===== config.mk =====
export PLATFORM = sky130hd
export DESIGN_NAME = alu_seq
export DESIGN_NICKNAME = d
export VERILOG_FILES = /design/src/rtl/alu_seq.sv
export SDC_FILE = /design/constraint.sdc
export NUM_CORES = 1
export LEC_CHECK = 0
export ABC_AREA = 1
export BUFFER_PORTS_ARGS = -buffer_cell sky130_fd_sc_hd__buf_2
export CELL_PAD_IN_SITES_DETAIL_PLACEMENT = 2
export CELL_PAD_IN_SITES_GLOBAL_PLACEMENT = 2
export CORE_ASPECT_RATIO = 0.5
export CORE_UTILIZATION = 30
export DETAILED_ROUTE_END_ITERATION = 10
export PLACE_DENSITY_LB_ADDON = 0.1
export SYNTH_ARGS = -nofsm -noshare
export SYNTH_HDL_FRONTEND = slang
export SYNTH_SLANG_ARGS = --single-unit

===== constraint.sdc =====
create_clock -name clk -period 3 [get_ports clk]
set_input_delay 0.15 -clock clk [delete_from_list [all_inputs] [get_ports clk]]
set_output_delay 0.15 -clock clk [all_outputs]
set_load 0.005 [all_outputs]

===== src/rtl/alu_seq.sv =====
// Registered EXE-stage ALU with a valid/ready input handshake, an internal NZCV
// status register and an optional multi-cycle shift-add multiply.
module alu_seq #(
    parameter int N      = 32,
    parameter bit MUL_EN = 1'b1
) (
    input  logic         clk,
    input  logic         rst,
    input  logic         validIn,
    output logic         readyOut,
    input  logic [N-1:0] Val1In,
    input  logic [N-1:0] Val2In,
    input  logic [3:0]   EXE_CMDIn,
    input  logic         SIn,
    output logic [N-1:0] ALU_ResOut,
    output logic         validOut,
    output logic [3:0]   statusOut
);

    localparam int CW = $clog2(N);

    localparam logic [3:0] OP_MOV = 4'b0001;
    localparam logic [3:0] OP_MVN = 4'b1001;
    localparam logic [3:0] OP_ADD = 4'b0010;
    localparam logic [3:0] OP_ADC = 4'b0011;
    localparam logic [3:0] OP_SUB = 4'b0100;
    localparam logic [3:0] OP_SBC = 4'b0101;
    localparam logic [3:0] OP_AND = 4'b0110;
    localparam logic [3:0] OP_ORR = 4'b0111;
    localparam logic [3:0] OP_EOR = 4'b1000;
    localparam logic [3:0] OP_MUL = 4'b1010;

    typedef enum logic {
        S_IDLE = 1'b0,
        S_MUL  = 1'b1
    } state_e;

    state_e          state_q;
    logic [N-1:0]    res_q;
    logic [3:0]      status_q;
    logic            valid_q;
    logic [CW-1:0]   cnt_q;
    logic [N-1:0]    acc_q;
    logic [N-1:0]    mcnd_q;
    logic [N-1:0]    mplr_q;
    logic            s_q;

    logic            is_mul;
    logic            c_in;
    logic [N:0]      wide;
    logic [N-1:0]    sc_res;
    logic            sc_c;
    logic            sc_v;
    logic [3:0]      sc_flags;
    logic [N-1:0]    acc_d;
    logic [3:0]      mul_flags;
    logic            mul_last;

    assign readyOut   = (state_q == S_IDLE);
    assign ALU_ResOut = res_q;
    assign validOut   = valid_q;
    assign statusOut  = status_q;

    assign is_mul = MUL_EN && (EXE_CMDIn == OP_MUL);
    assign c_in   = status_q[1];

    // Single-cycle datapath; carry/borrow is bit N of an N+1 bit operation.
    always_comb begin
        wide   = '0;
        sc_res = '0;
        sc_c   = 1'b0;
        sc_v   = 1'b0;
        case (EXE_CMDIn)
            OP_MOV: sc_res = Val2In;
            OP_MVN: sc_res = ~Val2In;
            OP_ADD, OP_ADC: begin
                wide = {1'b0, Val1In} + {1'b0, Val2In};
                if (EXE_CMDIn == OP_ADC) begin
                    wide = wide + {{N{1'b0}}, c_in};
                end
                sc_res = wide[N-1:0];
                sc_c   = wide[N];
                sc_v   = (Val1In[N-1] == Val2In[N-1]) && (sc_res[N-1] != Val1In[N-1]);
            end
            OP_SUB, OP_SBC: begin
                wide = {1'b0, Val1In} - {1'b0, Val2In};
                if (EXE_CMDIn == OP_SBC) begin
                    wide = wide - {{N{1'b0}}, ~c_in};
                end
                sc_res = wide[N-1:0];
                sc_c   = wide[N];
                sc_v   = (Val1In[N-1] != Val2In[N-1]) && (sc_res[N-1] != Val1In[N-1]);
            end
            OP_AND: sc_res = Val1In & Val2In;
            OP_ORR: sc_res = Val1In | Val2In;
            OP_EOR: sc_res = Val1In ^ Val2In;
            default: sc_res = '0;
        endcase
        sc_flags = {sc_res[N-1], (sc_res == '0), sc_c, sc_v};
    end

    // One shift-add step per cycle; the multiplier is consumed LSB first.
    always_comb begin
        acc_d     = acc_q + (mplr_q[0] ? mcnd_q : '0);
        mul_flags = {acc_d[N-1], (acc_d == '0), status_q[1:0]};
        mul_last  = (cnt_q == CW'(N - 1));
    end

    always_ff @(posedge clk) begin
        if (!rst) begin
            state_q  <= S_IDLE;
            res_q    <= '0;
            status_q <= '0;
            valid_q  <= 1'b0;
            cnt_q    <= '0;
            acc_q    <= '0;
            mcnd_q   <= '0;
            mplr_q   <= '0;
            s_q      <= 1'b0;
        end else begin
            valid_q <= 1'b0;
            case (state_q)
                S_IDLE: begin
                    if (validIn) begin
                        if (is_mul) begin
                            mcnd_q  <= Val1In;
                            mplr_q  <= Val2In;
                            acc_q   <= '0;
                            cnt_q   <= '0;
                            s_q     <= SIn;
                            state_q <= S_MUL;
                        end else begin
                            res_q   <= sc_res;
                            valid_q <= 1'b1;
                            if (SIn) begin
                                status_q <= sc_flags;
                            end
                        end
                    end
                end
                S_MUL: begin
                    acc_q  <= acc_d;
                    mcnd_q <= mcnd_q << 1;
                    mplr_q <= mplr_q >> 1;
                    cnt_q  <= cnt_q + CW'(1);
                    if (mul_last) begin
                        res_q   <= acc_d;
                        valid_q <= 1'b1;
                        cnt_q   <= '0;
                        state_q <= S_IDLE;
                        if (s_q) begin
                            status_q <= mul_flags;
                        end
                    end
                end
                default: state_q <= S_IDLE;
            endcase
        end
    end

endmodule


==> results_dict.tcl, run 1 <==
set metrics [dict create \
    clockBufferDepth 2 \
    synth_edf_count 0 \
    synth_warnings 0 \
    yosys.area.top_type "nand2_1" \
    status "aborted with a tool error" \
    synth.distinct_cells 51 \
    root_buffer "clkbuf_16" \
    ys_top_cells_by_area "nand2_1 20%, dfxtp_1 16%, ha_1 9.7%, inv_1 7.7%, nand3_1 6.7%" \
    syn_nets 3287 \
    error_line "[ERROR DPL-0033] detailed placement checks failed during check placement." \
    synth.most_common_cell "nand2_1" \
    syn-cell-area_mm2 0.0175 \
    seq_area_frac_synth_pct 16.0 \
    dp_hpwl_um 98300 \
    netlist.area_leader.share_pct 20.0 \
    cts_sinks 140 \
    die_h_um 173 \
    gp_congestion 0.990 \
    die_w_um 343 \
    dp_slack_ns -1.06 \
    start_util_pct 30.4 \
    antenna_found_initial 9 \
    io_buffers 109 \
    worstEndpointType "register data pin" \
    ios 110 \
    crit_endpoint "ALU_ResOut[31]$_SDFFE_PN0P_/D" \
    synth_top_flop_cell "dfxtp_1" \
    syn_inst 3076 \
    grt_max_degree 98 \
    synth_area_per_cell_um2 5.68 \
    ys_ff_latch 140 \
    yosys-top-cells-count "932 x nand2_1, 358 x inv_1, 282 x nor2_1, 235 x nand3_1, 192 x a21oi_1" \
    cts_buffers 17 \
    ctsHoldBuffers 0 \
    haltStage "global routing (5_1_grt)" \
    htreeDepth 4 \
    fp-row-count 62 \
    ys_async_sr_fraction_pct 0 \
]
[cell families after synthesis]
family                     Yosys count  share of synthesized area (%)
AOI/OAI and AO/OA                  559                           17.9
xor gates and xnor gates            32                           1.65
DFF                                140                           16.0
adders and majority gates          139                           10.1
buffers and inverters              526                           12.1
and+or+nand+nor                   1680                           42.2
[metrics by stage]
stage / utilization [%] / instance area [um^2] / hold slack, ns / cells / setup TNS, ns
3_5_place_dp: 41.9 / 24100 / 0.470 / 4562 / -21.32
2_1_floorplan: - / 17500 / 0.311 / 3076 / 0
4_1_cts: 46.1 / 26500 / 0.0964 / 4620 / -0.864
3_3_place_gp: 41.9 / 24100 / 0.455 / 4562 / -16.39
[timing repair]
item	in CTS
setup buffers	26
gates resized for setup	391
endpoints found under the setup margin	36
pin swaps	93
==> run 2: changes to the inputs <==
Settings changed: CELL_PAD_IN_SITES_DETAIL_PLACEMENT 2 to not set, CELL_PAD_IN_SITES_GLOBAL_PLACEMENT 2 to not set, CORE_ASPECT_RATIO 0.5 to not set, CORE_UTILIZATION 30 to 40, PLACE_DENSITY_LB_ADDON 0.1 to 0.15.
Clock period 3 ns to 3.9 ns, I/O delays scaled along.
==> run 2 against run 1 <==
Effect of this change: the run now ends clean; synthesized area is the same; synthesized cell count did not move.
==> results_dict.tcl, run 2 <==
set metrics [dict create \
    crit_chain "buf_2, inv_1, ha_1, nand2_1, inv_1, nand2_1, nor3_2, nand2_1, nand2_2, nand2_1, nand2_1, nand2_1, nand2_1, nand2_1, nor2_1, nand4_1, nand2_2, nor2_2, o21ai_1, buf_4, nand3_1, o211ai_1, inv_1" \
    cts_resized 0 \
    dp_hpwl_um 67800 \
    critPathLaunch "Val2In[12]" \
    dieArea_mm2 0.0445 \
    cp_top_family "simple AND/OR/NAND/NOR gates" \
    ff2ff_setup_slack_ns 0.42 \
    min_path_type "primary input to register" \
    ys_ff_latch 140 \
    root_buffer "clkbuf_16" \
    seq_area_frac_synth_pct 16.0 \
    cts_buffers 17 \
    clkSlewWorstSetupHoldPaths_ns 0.06 \
    vias 21100 \
    grt_max_degree 92 \
    grt_pass1_wl_um 119000 \
    critPathCapture "statusOut[3]" \
    path_class "primary input to register" \
    setup_tns_ns 0 \
    clock_latency_ns 0.43 \
    fin_crit_ns 3.64 \
    dr.pass1.iters 6 \
    wire_per_inst_um 20.9 \
    netlist.area_leader.share_pct 20.0 \
    slew_headroom_pct 37.3 \
    worstPathMaxFanout 11 \
    path_depth 23 \
    peakVddDrop_mv 0.230 \
    r2r-end "statusOut[2]" \
    mostFrequentLayoutCell "nand2_1" \
    drv_cap 0 \
    area_growth_syn_to_layout_pct 15.1 \
    finalNetCount 3473 \
    final_cell_mix "932 x nand2_1, 358 x inv_1, 280 x nor2_1, 235 x nand3_1, 192 x a21oi_1" \
    path_common_cell "nand2_1" \
    io_buffers 109 \
    gp_congestion 1.02 \
    worst_pin_slew_ns 0.940 \
    clockBufferDepth 2 \
    cp.arrival_ns 3.96 \
    r2r-start "mplr_q[0]" \
    worstPathRequired_ns 4.23 \
    ys_async_sr_fraction_pct 0 \
    slowest_stage "ha_1" \
    crit_buf_inv 5 \
    startpoint_type "primary input" \
    cts_tree "done" \
    drive_gt1_share_pct 15.9 \
    drc 0 \
    antenna_found_initial 3 \
    synth_top_flop_cell "dfxtp_1" \
    die_w_um 211 \
    ctsHoldBuffers 0 \
    hold_viol 0 \
    ys_top_cells_by_area "nand2_1 20%, dfxtp_1 16%, ha_1 9.7%, inv_1 7.7%, nand3_1 6.7%" \
    grt-ovfl-total 0 \
    htreeDepth 4 \
    ff_latch_area_mm2 0.00281 \
    grt_pass1_vias 19700 \
    rr_worst_depth 22 \
    die_h_um 211 \
    synth.distinct_cells 51 \
    post_cts_buffers 0 \
    postRouteAntennaNets 0 \
    multi_input_area_mm2 0.0126 \
    wl_um 80800 \
    p_leak_nw 10.4 \
    status "finished clean" \
    grt.total_usage_pct 36.0 \
    synth_area_per_cell_um2 5.68 \
    ios 110 \
    yosys.area.top_type "nand2_1" \
    syn_inst 3076 \
    viasPerCell 5.47 \
    fp-row-count 76 \
    finalPower_w 0.00556 \
    synth.most_common_cell "nand2_1" \
    start_util_pct 40.6 \
    initialDrtViolationCount 1930 \
    grt_setup_unrepaired "no" \
    setup-violations-final 0 \
    cts_sinks 140 \
    synth_edf_count 0 \
    syn_nets 3287 \
    power_density_mw_per_mm2 276 \
    max_freq_ghz 0.275 \
    syn-cell-area_mm2 0.0175 \
    core_area_mm2 0.0431 \
    num-fill-cells 4772 \
    max_stage_delay_ns 0.56 \
    yosys-top-cells-count "932 x nand2_1, 358 x inv_1, 282 x nor2_1, 235 x nand3_1, 192 x a21oi_1" \
    period_share_pct 93.2 \
    skew_ns 0.00538 \
    synth_warnings 0 \
    final_max_slew_viol_count 0 \
    cp-end-kind "register" \
]
-- run 2: cell counts after synthesis --
Identical to the previous run, type by type.
-- run 2: logic make-up after synthesis --
| family | synth area share (%) |
|---|---|
| compound gates | 17.9 |
| flops | 16.0 |
| xor+xnor | 1.65 |
| fa+ha+maj | 10.1 |
| simple gates | 42.2 |
| buf+inv | 12.1 |
-- run 2: worst min-delay path by stage --
| stage | start | cells past startpoint | endpoint | slack, ns |
|---|---|---|---|---|
| floorplan | Val2In[0] | 2 | mplr_q[0] | 0.36 |
| global placement | cnt_q[4] | 2 | cnt_q[4] | 0.46 |
| detailed placement | mplr_q[22] | 2 | mplr_q[21] | 0.46 |
| CTS | Val2In[28] | 3 | mplr_q[28] | 0.06 |
| global route | Val2In[28] | 3 | mplr_q[28] | 0.08 |
| finish | Val2In[12] | 3 | mplr_q[12] | 0.08 |
-- run 2: report_power, final --
group / internal (W) / switching [W] / leakage (nW)
combinational: 0.000751 / 0.00166 / 8.94
sequential: 0.00150 / 0.0000395 / 1.14
clock: 0.000987 / 0.000619 / 0.277
total: 0.00323 / 0.00232 / 10.4
-- run 2: area by class of cell --
| cell class | instances | area share, % |
|---|---|---|
| sequential | 140 | 14.0 |
| inverter | 415 | 7.77 |
| antenna | 1 | 0.0124 |
| timing repair buffer | 278 | 9.33 |
| multi-input combinational | 2410 | 62.5 |
| clock buffer | 25 | 2.41 |
| clock inverter | 6 | 0.429 |
| tap | 585 | 3.64 |
-- run 2: per-layer routing --
metal	vias up	share of wire, %	GRT usage, %
met4	6	5.4	17.4
met5	-	0.051	0
met2	831	47	61.5
li1	10400	-	-
met1	9730	41	44.0
met3	175	6.6	5.32
-- run 2: metrics by stage --
step                cell area (um^2)  std cells  hold slack, ns  setup slack [ns]  utilization [%]
finish                         20100       3860          0.0754             0.264             46.7
global route                   20100       3859          0.0800            0.0148             46.7
CTS                            20100       3859          0.0595             0.372             46.7
detailed placement             19500       3828           0.462           -0.0719             45.3
global placement               19500       3828           0.456           -0.0575             45.3
floorplan                      17500       3076           0.356             0.964                -
-- run 2: worst reg2reg max path, stage by stage, from the launching register on --
cell	delay (ns)
dfxtp_1	0.32
buf_4	0.18
nand2_1	0.09
inv_1	0.04
ha_1	0.32
a21oi_1	0.14
nand2_1	0.18
nand2_1	0.11
nand2_1	0.10
nand2_1	0.10
nand3_1	0.16
a21boi_0	0.41
o21bai_1	0.20
nand2_1	0.10
nand2_1	0.09
a21oi_1	0.20
xor2_1	0.19
nand2_1	0.07
nor2_1	0.10
nand3_1	0.13
nand3_1	0.11
nand2_1	0.05
inv_1	0.04
Power figures use the tool's default switching activity.
==> run 3: changes to the inputs <==
Settings changed: ABC_AREA 1 to not set, SLEW_MARGIN set to 40.
==> run 3 against run 2 <==
Effect of this change: the run now ends with setup timing left; clock-buffer cell count is 6 lower; clock power is 4% lower; final area is 15% higher; core utilization is 13 points higher; register-to-register slack worse by 1.1 ns; clock skew is 0.0035 ns higher; flip-flop and latch count stayed put; die area is 10% lower.
==> results_dict.tcl, run 3 <==
set metrics [dict create \
    yosys-top-cells-count "253 x a21oi_1, 252 x nand2_1, 178 x nor2_1, 140 x dfxtp_1, 136 x ha_1" \
    netlist.area_leader.share_pct 17.9 \
    grt_max_degree 80 \
    min_from "SIn" \
    drive_gt1_share_pct 35.3 \
    synth.distinct_cells 90 \
    drc 0 \
    die_h_um 200 \
    ys_async_sr_fraction_pct 0 \
    clockBufferDepth 2 \
    htreeDepth 4 \
    cts_tree "done" \
    yosys.area.top_type "dfxtp_1" \
    finalPower_w 0.00584 \
    cp-end-kind "register" \
    root_buffer "clkbuf_16" \
    dieArea_mm2 0.0399 \
    p_leak_nw 10.6 \
    dp_hpwl_um 52100 \
    cts_sinks 140 \
    cp.arrival_ns 4.92 \
    worstPathMaxFanout 5 \
    period_share_pct 117 \
    cts_buffers 17 \
    min_path_type "primary input to register" \
    syn_nets 2413 \
    worstPathRequired_ns 4.26 \
    finalNetCount 3103 \
    setup-violations-final 14 \
    wire_per_inst_um 19.1 \
    syn_inst 2202 \
    fin_ws_ns -0.660 \
    area_growth_syn_to_layout_pct 47.5 \
    fp-row-count 72 \
    slowest_stage "or4_4" \
    grt_pass1_wl_um 98900 \
    seq_area_frac_synth_pct 17.9 \
    wl_um 65400 \
    synth_warnings 0 \
    fin_crit_ns 4.56 \
    post_dp_cell_area_mm2 0.0215 \
    synth_top_flop_cell "dfxtp_1" \
    max_stage_delay_ns 0.55 \
    die_w_um 200 \
    final_cell_mix "687 x buf_4, 246 x nand2_1, 236 x a21oi_1, 172 x nor2_1, 138 x dfxtp_1" \
    postRouteAntennaNets 0 \
    mostFrequentLayoutCell "buf_4" \
    skew_ns 0.00886 \
    r2r-start "mplr_q[0]" \
    max_freq_ghz 0.219 \
    grt.total_usage_pct 32.2 \
    clock_latency_ns 0.43 \
    startpoint_type "register" \
    violations "setup timing" \
    start_util_pct 40.5 \
    dr.pass1.iters 5 \
    antenna_found_initial 1 \
    syn-cell-area_mm2 0.0156 \
    synth_edf_count 0 \
    crit_chain "and2_4, ha_4, fa_2, a21o_1, a21oi_2, buf_4, o21ai_0, a21oi_1, o21ai_1, and3_1, nor3_2, xnor2_1, or4_1, or4_4, nor4_4, nand4_1, or4b_4, o211ai_2" \
    vias 19200 \
    peakVddDrop_mv 0.271 \
    ys_top_cells_by_area "dfxtp_1 18%, ha_1 11%, a21oi_1 8.1%, xnor2_1 6.3%, nand2_1 6.0%" \
    power_density_mw_per_mm2 253 \
    status "finished with violations" \
    ctsHoldBuffers 0 \
    grt_pass1_vias 17900 \
    initialDrtViolationCount 1500 \
    path_class "register to register" \
    grt_setup_unrepaired "yes" \
    worst_pin_slew_ns 0.789 \
    synth_area_per_cell_um2 7.10 \
    hold_viol 0 \
    synth.most_common_cell "a21oi_1" \
    viasPerCell 5.61 \
    gp_congestion 0.958 \
    fin_util_pct 59.7 \
    slew_headroom_pct 47.4 \
    final_max_slew_viol_count 0 \
    ios 110 \
    ys_ff_latch 140 \
    io_buffers 109 \
    clkSlewWorstSetupHoldPaths_ns 0.06 \
    grt-ovfl-total 0 \
    design_area_mm2 0.0231 \
    drv_cap 0 \
    core_area_mm2 0.0386 \
    critPathLaunch "mplr_q[0]" \
]
## run 3: changes by cell type after synthesis, moves of 33 or more
cell and change:
nand2_1 -680, inv_1 -244, nand3_1 -175, nor2_1 -104, xnor2_1 +101, o21ai_0 -95, a21oi_1 +61, o211ai_1 +58
and2_1 +53, nand2_2 -51, inv_2 -47, a31oi_1 -46, nor2_2 -38, o211a_1 +33
## run 3: where the power goes
part	leakage, nW	total [W]	internal, W	switching (W)
combinational	9.25	0.00280	0.00134	0.00146
sequential	1.14	0.00150	0.00148	0.0000242
clock	0.262	0.00154	0.000899	0.000641
## run 3: logic make-up after synthesis
group	count (synthesis)	synth area share, %
mux	12	0.816
buf+inv	259	6.48
xor+xnor	156	8.74
simple gates	805	25.5
fa+ha+maj	139	11.3
compound gates	691	29.3
flops	140	17.9
## run 3: final cells by class
class                      instances  area [um^2]
antenna                            1         2.50
clock buffer                      19          453
clock inverter                    11         97.6
fill                            3566        15600
inverter                         117          447
multi-input combinational       1803        12700
sequential                       140         2810
tap                              518          648
timing repair buffer             813         5920
## run 3: worst max-delay path: cells and delay by family (launching register included)
kind / cells / cell delay [ns]
simple gates: 8 / 2.41
compound gates: 6 / 0.99
fa+ha+maj: 2 / 0.51
flops: 1 / 0.34
buf+inv: 1 / 0.14
xor+xnor: 1 / 0.11
## run 3: final timing paths
| path | endpoint | slack, ns | cells after the start |
|---|---|---|---|
| hold / removal | s_q | 0.03 | 3 |
| setup / recovery | statusOut[2] | -0.66 | 18 |
| setup reg to reg | statusOut[2] | -0.66 | 18 |
| hold reg to reg | ALU_ResOut[21] | 0.45 | 2 |
## run 3: metrics by stage
stage               setup TNS [ns]  instances  hold WS [ns]  worst slack, ns
floorplan                    -1.44       2202         0.329           -0.443
global placement            -12.91       3368         0.437            -1.04
detailed placement          -13.81       3368         0.446            -1.01
CTS                          -2.71       3406        0.0149           -0.679
global route                 -5.36       3422        0.0317           -0.785
finish                       -3.71       3422        0.0300           -0.660
## run 3: per-layer routing
layer,track usage (%),vias to the layer above,wire length (um)
met5,0,-,0
met4,8.71,0,1650
met3,3.49,77,4230
met2,51.1,655,29100
met1,45.8,9171,30400
li1,-,9302,-
## run 3: repair_timing
action | 4_1_cts | 5_1_grt
setup endpoints to repair | 19 | 27
resized for setup | 64 | 111
buffers inserted | 11 | 21
hold endpoints to repair | 0 | 0
pin swaps | 31 | 57
